<file path="src/rtl/trace_pkg.sv">
// Shared definitions for the store trace buffer.
// Contents:
//   state_t       - capture/drain/done controller states
//   trace_entry_t - one captured store, {addr, data}, at the default width
//   DEFAULT_N     - default address/data width
//   DEFAULT_DEPTH - default number of trace entries
package trace_pkg;

  localparam int DEFAULT_N     = 64;
  localparam int DEFAULT_DEPTH = 16;

  typedef enum logic [1:0] {
    CAPTURE = 2'd0,
    DRAIN   = 2'd1,
    DONE    = 2'd2
  } state_t;

  // Storage packs entries with the address in the upper half, matching this layout.
  typedef struct packed {
    logic [DEFAULT_N-1:0] addr;
    logic [DEFAULT_N-1:0] data;
  } trace_entry_t;

endpackage

</file>
<file path="src/rtl/trace_fifo.sv">
// Circular entry storage for the store trace buffer.
// Synchronous write at the tail, asynchronous read of the head entry.
// Ports:
//   clk, rst  - clock, asynchronous active-high reset (pointers/count only)
//   i_push    - write i_wdata at the tail (ignored when full)
//   i_pop     - discard the head entry (ignored when empty)
//   i_wdata   - entry to write
//   o_rdata   - current head entry
//   o_count   - entries held
//   o_full    - count == DEPTH
//   o_empty   - count == 0
module trace_fifo #(
  parameter int W     = 128,
  parameter int DEPTH = 16
) (
  input  logic                       clk,
  input  logic                       rst,
  input  logic                       i_push,
  input  logic                       i_pop,
  input  logic [W-1:0]               i_wdata,
  output logic [W-1:0]               o_rdata,
  output logic [$clog2(DEPTH+1)-1:0] o_count,
  output logic                       o_full,
  output logic                       o_empty
);

  localparam int PW = $clog2(DEPTH);
  localparam int CW = $clog2(DEPTH+1);

  logic [W-1:0]  r_mem [DEPTH];
  logic [PW-1:0] r_head;
  logic [PW-1:0] r_tail;
  logic [CW-1:0] r_count;
  logic          w_push;
  logic          w_pop;

  assign o_full  = (r_count == CW'(DEPTH));
  assign o_empty = (r_count == '0);
  assign w_push  = i_push && !o_full;
  assign w_pop   = i_pop && !o_empty;

  // DEPTH is a power of two, so pointer wrap is the natural PW-bit rollover;
  // full/empty are taken from the count, never from pointer equality.
  always_ff @(posedge clk or posedge rst) begin
    if (rst) begin
      r_head  <= '0;
      r_tail  <= '0;
      r_count <= '0;
    end else begin
      if (w_push) r_tail <= r_tail + PW'(1);
      if (w_pop)  r_head <= r_head + PW'(1);
      case ({w_push, w_pop})
        2'b10:   r_count <= r_count + CW'(1);
        2'b01:   r_count <= r_count - CW'(1);
        default: r_count <= r_count;
      endcase
    end
  end

  // Storage contents are deliberately left out of reset.
  always_ff @(posedge clk) begin
    if (w_push) r_mem[r_tail] <= i_wdata;
  end

  assign o_rdata = r_mem[r_head];
  assign o_count = r_count;

endmodule

</file>
<file path="src/rtl/store_trace_buffer.sv">
// Store trace buffer: captures processor data-memory stores until a dump
// request, then drains the captured entries oldest-first over a
// valid/ready stream, then stays idle until reset.
// Ports:
//   CLOCK_50, reset          - clock, asynchronous active-high reset
//   DM_writeEnable/addr/Data - store strobe, address and data being traced
//   dump                     - level request; its rising edge stops capture
//   trace_valid/ready        - output handshake for drained entries
//   trace_addr/data/last     - head entry, and marker for the final entry
//   count                    - entries currently held
//   overflow, drop_count     - sticky drop flag and saturating drop count
//   busy                     - high while draining
module store_trace_buffer
  import trace_pkg::*;
#(
  parameter int N     = DEFAULT_N,
  parameter int DEPTH = DEFAULT_DEPTH
) (
  input  logic                       CLOCK_50,
  input  logic                       reset,
  input  logic                       DM_writeEnable,
  input  logic [N-1:0]               DM_addr,
  input  logic [N-1:0]               DM_writeData,
  input  logic                       dump,
  output logic                       trace_valid,
  input  logic                       trace_ready,
  output logic [N-1:0]               trace_addr,
  output logic [N-1:0]               trace_data,
  output logic                       trace_last,
  output logic [$clog2(DEPTH+1)-1:0] count,
  output logic                       overflow,
  output logic [15:0]                drop_count,
  output logic                       busy
);

  localparam int CW = $clog2(DEPTH+1);

  state_t          r_state;
  state_t          w_state_next;
  logic            r_dump_prev;
  logic            w_dump_edge;
  logic            w_store_req;
  logic            w_push;
  logic            w_drop;
  logic            w_pop;
  logic            w_full;
  logic            w_empty;
  logic [CW-1:0]   w_count;
  logic [2*N-1:0]  w_head;
  logic            r_overflow;
  logic [15:0]     r_drop_count;

  // Previous dump sample resets to 0, so a dump held through reset is seen
  // as an edge on the first sampled 1.
  always_ff @(posedge CLOCK_50 or posedge reset) begin
    if (reset) r_dump_prev <= 1'b0;
    else       r_dump_prev <= dump;
  end
  assign w_dump_edge = dump && !r_dump_prev;

  assign w_store_req = (r_state == CAPTURE) && DM_writeEnable;
  assign w_push      = w_store_req && !w_full;
  assign w_drop      = w_store_req && w_full;
  assign w_pop       = trace_valid && trace_ready;

  trace_fifo #(
    .W     (2*N),
    .DEPTH (DEPTH)
  ) u_fifo (
    .clk     (CLOCK_50),
    .rst     (reset),
    .i_push  (w_push),
    .i_pop   (w_pop),
    .i_wdata ({DM_addr, DM_writeData}),
    .o_rdata (w_head),
    .o_count (w_count),
    .o_full  (w_full),
    .o_empty (w_empty)
  );

  always_ff @(posedge CLOCK_50 or posedge reset) begin
    if (reset) r_state <= CAPTURE;
    else       r_state <= w_state_next;
  end

  always_comb begin
    w_state_next = r_state;
    trace_valid  = 1'b0;
    trace_last   = 1'b0;
    busy         = 1'b0;
    case (r_state)
      CAPTURE: begin
        // A store accepted on the dump edge still needs draining, even if
        // the buffer was empty before it.
        if (w_dump_edge) w_state_next = (!w_empty || w_push) ? DRAIN : DONE;
      end
      DRAIN: begin
        busy        = 1'b1;
        trace_valid = !w_empty;
        trace_last  = !w_empty && (w_count == CW'(1));
        if (w_pop && (w_count == CW'(1))) w_state_next = DONE;
      end
      DONE:    w_state_next = DONE;
      default: w_state_next = CAPTURE;
    endcase
  end

  always_ff @(posedge CLOCK_50 or posedge reset) begin
    if (reset) begin
      r_overflow   <= 1'b0;
      r_drop_count <= 16'd0;
    end else if (w_drop) begin
      r_overflow <= 1'b1;
      if (r_drop_count != 16'hFFFF) r_drop_count <= r_drop_count + 16'd1;
    end
  end

  assign trace_addr = w_head[2*N-1:N];
  assign trace_data = w_head[N-1:0];
  assign count      = w_count;
  assign overflow   = r_overflow;
  assign drop_count = r_drop_count;

endmodule

</file>
<file path="config.mk">
export PLATFORM = sky130hd
export DESIGN_NAME = store_trace_buffer
export DESIGN_NICKNAME = d
export VERILOG_FILES = /design/src/rtl/trace_pkg.sv /design/src/rtl/trace_fifo.sv /design/src/rtl/store_trace_buffer.sv
export SDC_FILE = /design/constraint.sdc
export NUM_CORES = 1
export LEC_CHECK = 0
export CAP_MARGIN = 20
export CELL_PAD_IN_SITES_DETAIL_PLACEMENT = 1
export CELL_PAD_IN_SITES_GLOBAL_PLACEMENT = 2
export CORE_MARGIN = 2
export CORE_UTILIZATION = 48
export CTS_BUF_LIST = sky130_fd_sc_hd__clkbuf_8 sky130_fd_sc_hd__clkbuf_16
export DETAILED_ROUTE_END_ITERATION = 8
export PLACE_DENSITY = 0.81
export SLEW_MARGIN = 20
export SYNTH_ARGS = -nofsm -noshare
export SYNTH_HDL_FRONTEND = slang
export SYNTH_SLANG_ARGS = --single-unit
</file>
<file path="constraint.sdc">
create_clock -name CLOCK_50 -period 14.05 [get_ports CLOCK_50]
set_input_delay 3.5125 -clock CLOCK_50 [delete_from_list [all_inputs] [get_ports CLOCK_50]]
set_output_delay 3.5125 -clock CLOCK_50 [all_outputs]
set_load 0.05 [all_outputs]
</file>
==> key figures <==
Placed design
  • GP Congestion: 0.723
  • Input/output buffers: 285
  • Worst slack at placement: 5.65 ns
  • Hpwl dp: 102000 um

Setup path
  • CP endpoint kind: output port
  • Startpoint types: register
  • WP data arrival: 5.80 ns
  • WP data required: 10.54 ns
  • Setup slack, reg-to-reg: 9.64 ns
  • WS Path Type: reg2out
  • Crit Path Max Fanout: 144

Synth
  • Syn avg cell area: 20.7 um^2
  • Syn Nets: 3998
  • Async S/R FF share, synth: 1.59%
  • Register bit count reported by yosys: 2081
  • Distinct cells, synth: 43
  • Post-synth top area cell: edfxtp_1
  • Sequential share of the synthesized area: 78.1%
  • Top_reg_cell synth: edfxtp_1
  • Mapped Cells: 3851
  • Top-area cell type share of the netlist area: 77.0%
  • Yosys warns: 0
  • Top cells by area, synth: edfxtp_1 77%, mux4_2 7.3%, mux2i_1 6.4%, a221oi_1 2.8%, a22oi_1 1.2%
  • Synthesized cell area: 79800 um^2
  • Number of flops mapped to enable cells by yosys: 2048

STA
  • RSZ-0062 raised after global routing: no
  • Fmax: 107 MHz
  • Fin worst setup slack: 4.74 ns
  • Final period util: 66.3%
  • Final Max Slew Viols: 0
  • Number of hold violations in the final report: 0
  • Final hold slack: 0.486 ns
  • Worst Clk Skew: 0.0325 ns
  • Period minus WS final: 9.31 ns
  • Setup Viol. Count Final: 0
  • Total Neg Setup Slack: 0 ns
  • Slew headroom: 19.7%
  • Slew @ Worst Pin: 1.20 ns

Route
  • Routed vias: 40447
  • Drt first pass iters: 6
  • Vias/cell: 6.16
  • Post-DRT Antenna Nets: 0
  • Drt wl/cell: 30.9 um
  • Remaining routing DRC violations: 0
  • DRT iter0 DRCs: 3922
  • Final WL: 203000 um

Pwr
  • Pwr Density: 207 nW/um^2
  • P_sw: 6.58 mW
  • Max VDD drop: 192 uV
  • Leakage: 30.1 nW
  • Logic gate share of total power: 33.1%
  • Internal: 12.4 mW
  • Clock power share: 28.1%
  • Seq pwr share: 38.8%
  • Sw frac: 34.7%

Floorplan
  • Die height: 412 um
  • IO Pins: 286
  • Core Footprint: 165000 um^2
  • Die Area: 170000 um^2
  • Initial core utilization: 48.4%
  • Die X: 412 um
  • Row count: 149

Global route
  • Pin count of the biggest net entering global routing: 145
  • Total gr overflow: 0
  • GRT Util Overall: 24.0%
  • Met3 Resource Use GR: 4.53%
  • Met2 Use GR: 40.8%
  • Met1 GRT Util: 31.7%
  • Peak-usage layer in the global routing report: met2
  • First-pass GRT wire length: 298000 um
  • Vias in the first global route: 43879
  • Antenna violations before repair: 29

Clock tree
  • TritonCTS buffer count: 207
  • Hold_buf cts: 0
  • Reg clk slew, reported paths: 0.06 ns
  • Clk Latency, worst-skew pair: 0.85 ns
  • CTS resizes: 0
  • Clock Tree Root: clkbuf_16
  • Post-CTS Setup Bufs: 0
  • CTS tree: yes
  • Clk sinks: 2081
  • H-tree depth: 4
  • Maximum root-to-sink buffer count: 3

Layout
  • Layout cells sized above 1: 14.5%
  • Area Growth Syn to Fin: 14.8%
  • Most frequent cells in the layout: 2048 x edfxtp_1, 511 x mux2i_1, 285 x clkdlybuf4s50_1
  • Final nets: 4351
  • Most common cell after layout, fill and taps aside: edfxtp_1

Min path
  • Tightest Hold Check Type: reg2reg

Outcome
  • Outcome: complete, no violations

Flow run
  • Maxcap violations: 0
-- area by class of cell --
| cell class | count | area (um^2) |
|---|---|---|
| well taps | 2189 | 2740 |
| clock inverters | 159 | 1310 |
| multi-input cells | 1540 | 16300 |
| inverters | 12 | 50.0 |
| flip-flops and latches | 2081 | 62300 |
| repair buffers | 362 | 3600 |
| diodes | 12 | 30.0 |
| fillers | 14237 | 73400 |
| clock buffers | 211 | 5250 |
-- critical path, stage by stage, from the launching register on --
cell	delay (ns)
dfrtp_4	0.90
and2_4	0.83
buf_4	0.81
buf_12	0.71
a221oi_1	0.26
o21ai_0	0.28
nand2_1	0.22
clkdlybuf4s50_1	0.77
-- per-layer routing --
| layer | part of all wire (%) | up-vias |
|---|---|---|
| li1 | - | 16892 |
| met1 | 41 | 21811 |
| met2 | 51 | 1364 |
| met3 | 6.1 | 348 |
| met4 | 2.4 | 32 |
| met5 | 0.10 | - |
-- cells in the mapped netlist (15+ instances only) --
library cell and count:
a22oi_1 127, buf_2 42, a221oi_1 254, buf_4 20
nor2_1 21, mux4_2 259, dfrtp_1 33, buf_6 42
nand2_1 140, o21ai_0 130, xnor2_1 15, clkbuf_1 100
edfxtp_1 2048, mux2i_1 511
-- stage by stage --
stage / power [mW] / cells / area [um^2] / utilization [%]
6_report: 19.0 / 6566 / 91600 / 55.5
5_1_grt: 19.6 / 6562 / 91600 / 55.5
4_1_cts: 19.1 / 6553 / 91600 / 55.5
3_5_place_dp: 13.8 / 6183 / 85000 / 51.5
3_3_place_gp: 13.7 / 6183 / 85000 / 51.5
2_1_floorplan: 11.8 / 3851 / 79800 / -
-- flip-flops by register name, summed over array words and instances, names as in the netlist --
register,flops
u_fifo.r_mem,2048
drop_count,16
u_fifo.o_count,5
u_fifo.r_head,4
u_fifo.r_tail,4
r_state,2
overflow,1
r_dump_prev,1
-- cell families after synthesis --
| group | after synthesis | share of synthesized area (%) |
|---|---|---|
| adder cells (fa/ha/maj) | 14 | 0.219 |
| buffers and inverters | 230 | 1.66 |
| AO/OA/AOI/OAI | 520 | 4.88 |
| flip-flops | 2081 | 78.1 |
| multiplexers | 772 | 13.7 |
| XOR/XNOR | 26 | 0.285 |
| AND/OR/NAND/NOR | 208 | 1.13 |
-- worst paths after layout --
kind / from / endpoint / depth (start not counted)
setup / recovery: u_fifo.r_head[2] / trace_addr[32] / 7
hold reg to reg: overflow / overflow / 1
min in group asynchronous: reset / overflow / 3
hold / removal: overflow / overflow / 1
max in group asynchronous: reset / u_fifo.r_head[3] / 3
setup reg to reg: u_fifo.o_count[0] / u_fifo.r_mem[11][78] / 8
-- power groups by stage --
stage                     combinational, mW  sequential [mW]  clock [mW]
final                                  6.29             7.36        5.32
after floorplan                        4.38             7.47           0
after global placement                 6.23             7.46           0
after CTS                              6.36             7.36        5.41
after detailed placement               6.31             7.49           0
after global routing                   6.63             7.38        5.63
(Power assumes the default switching activity.)
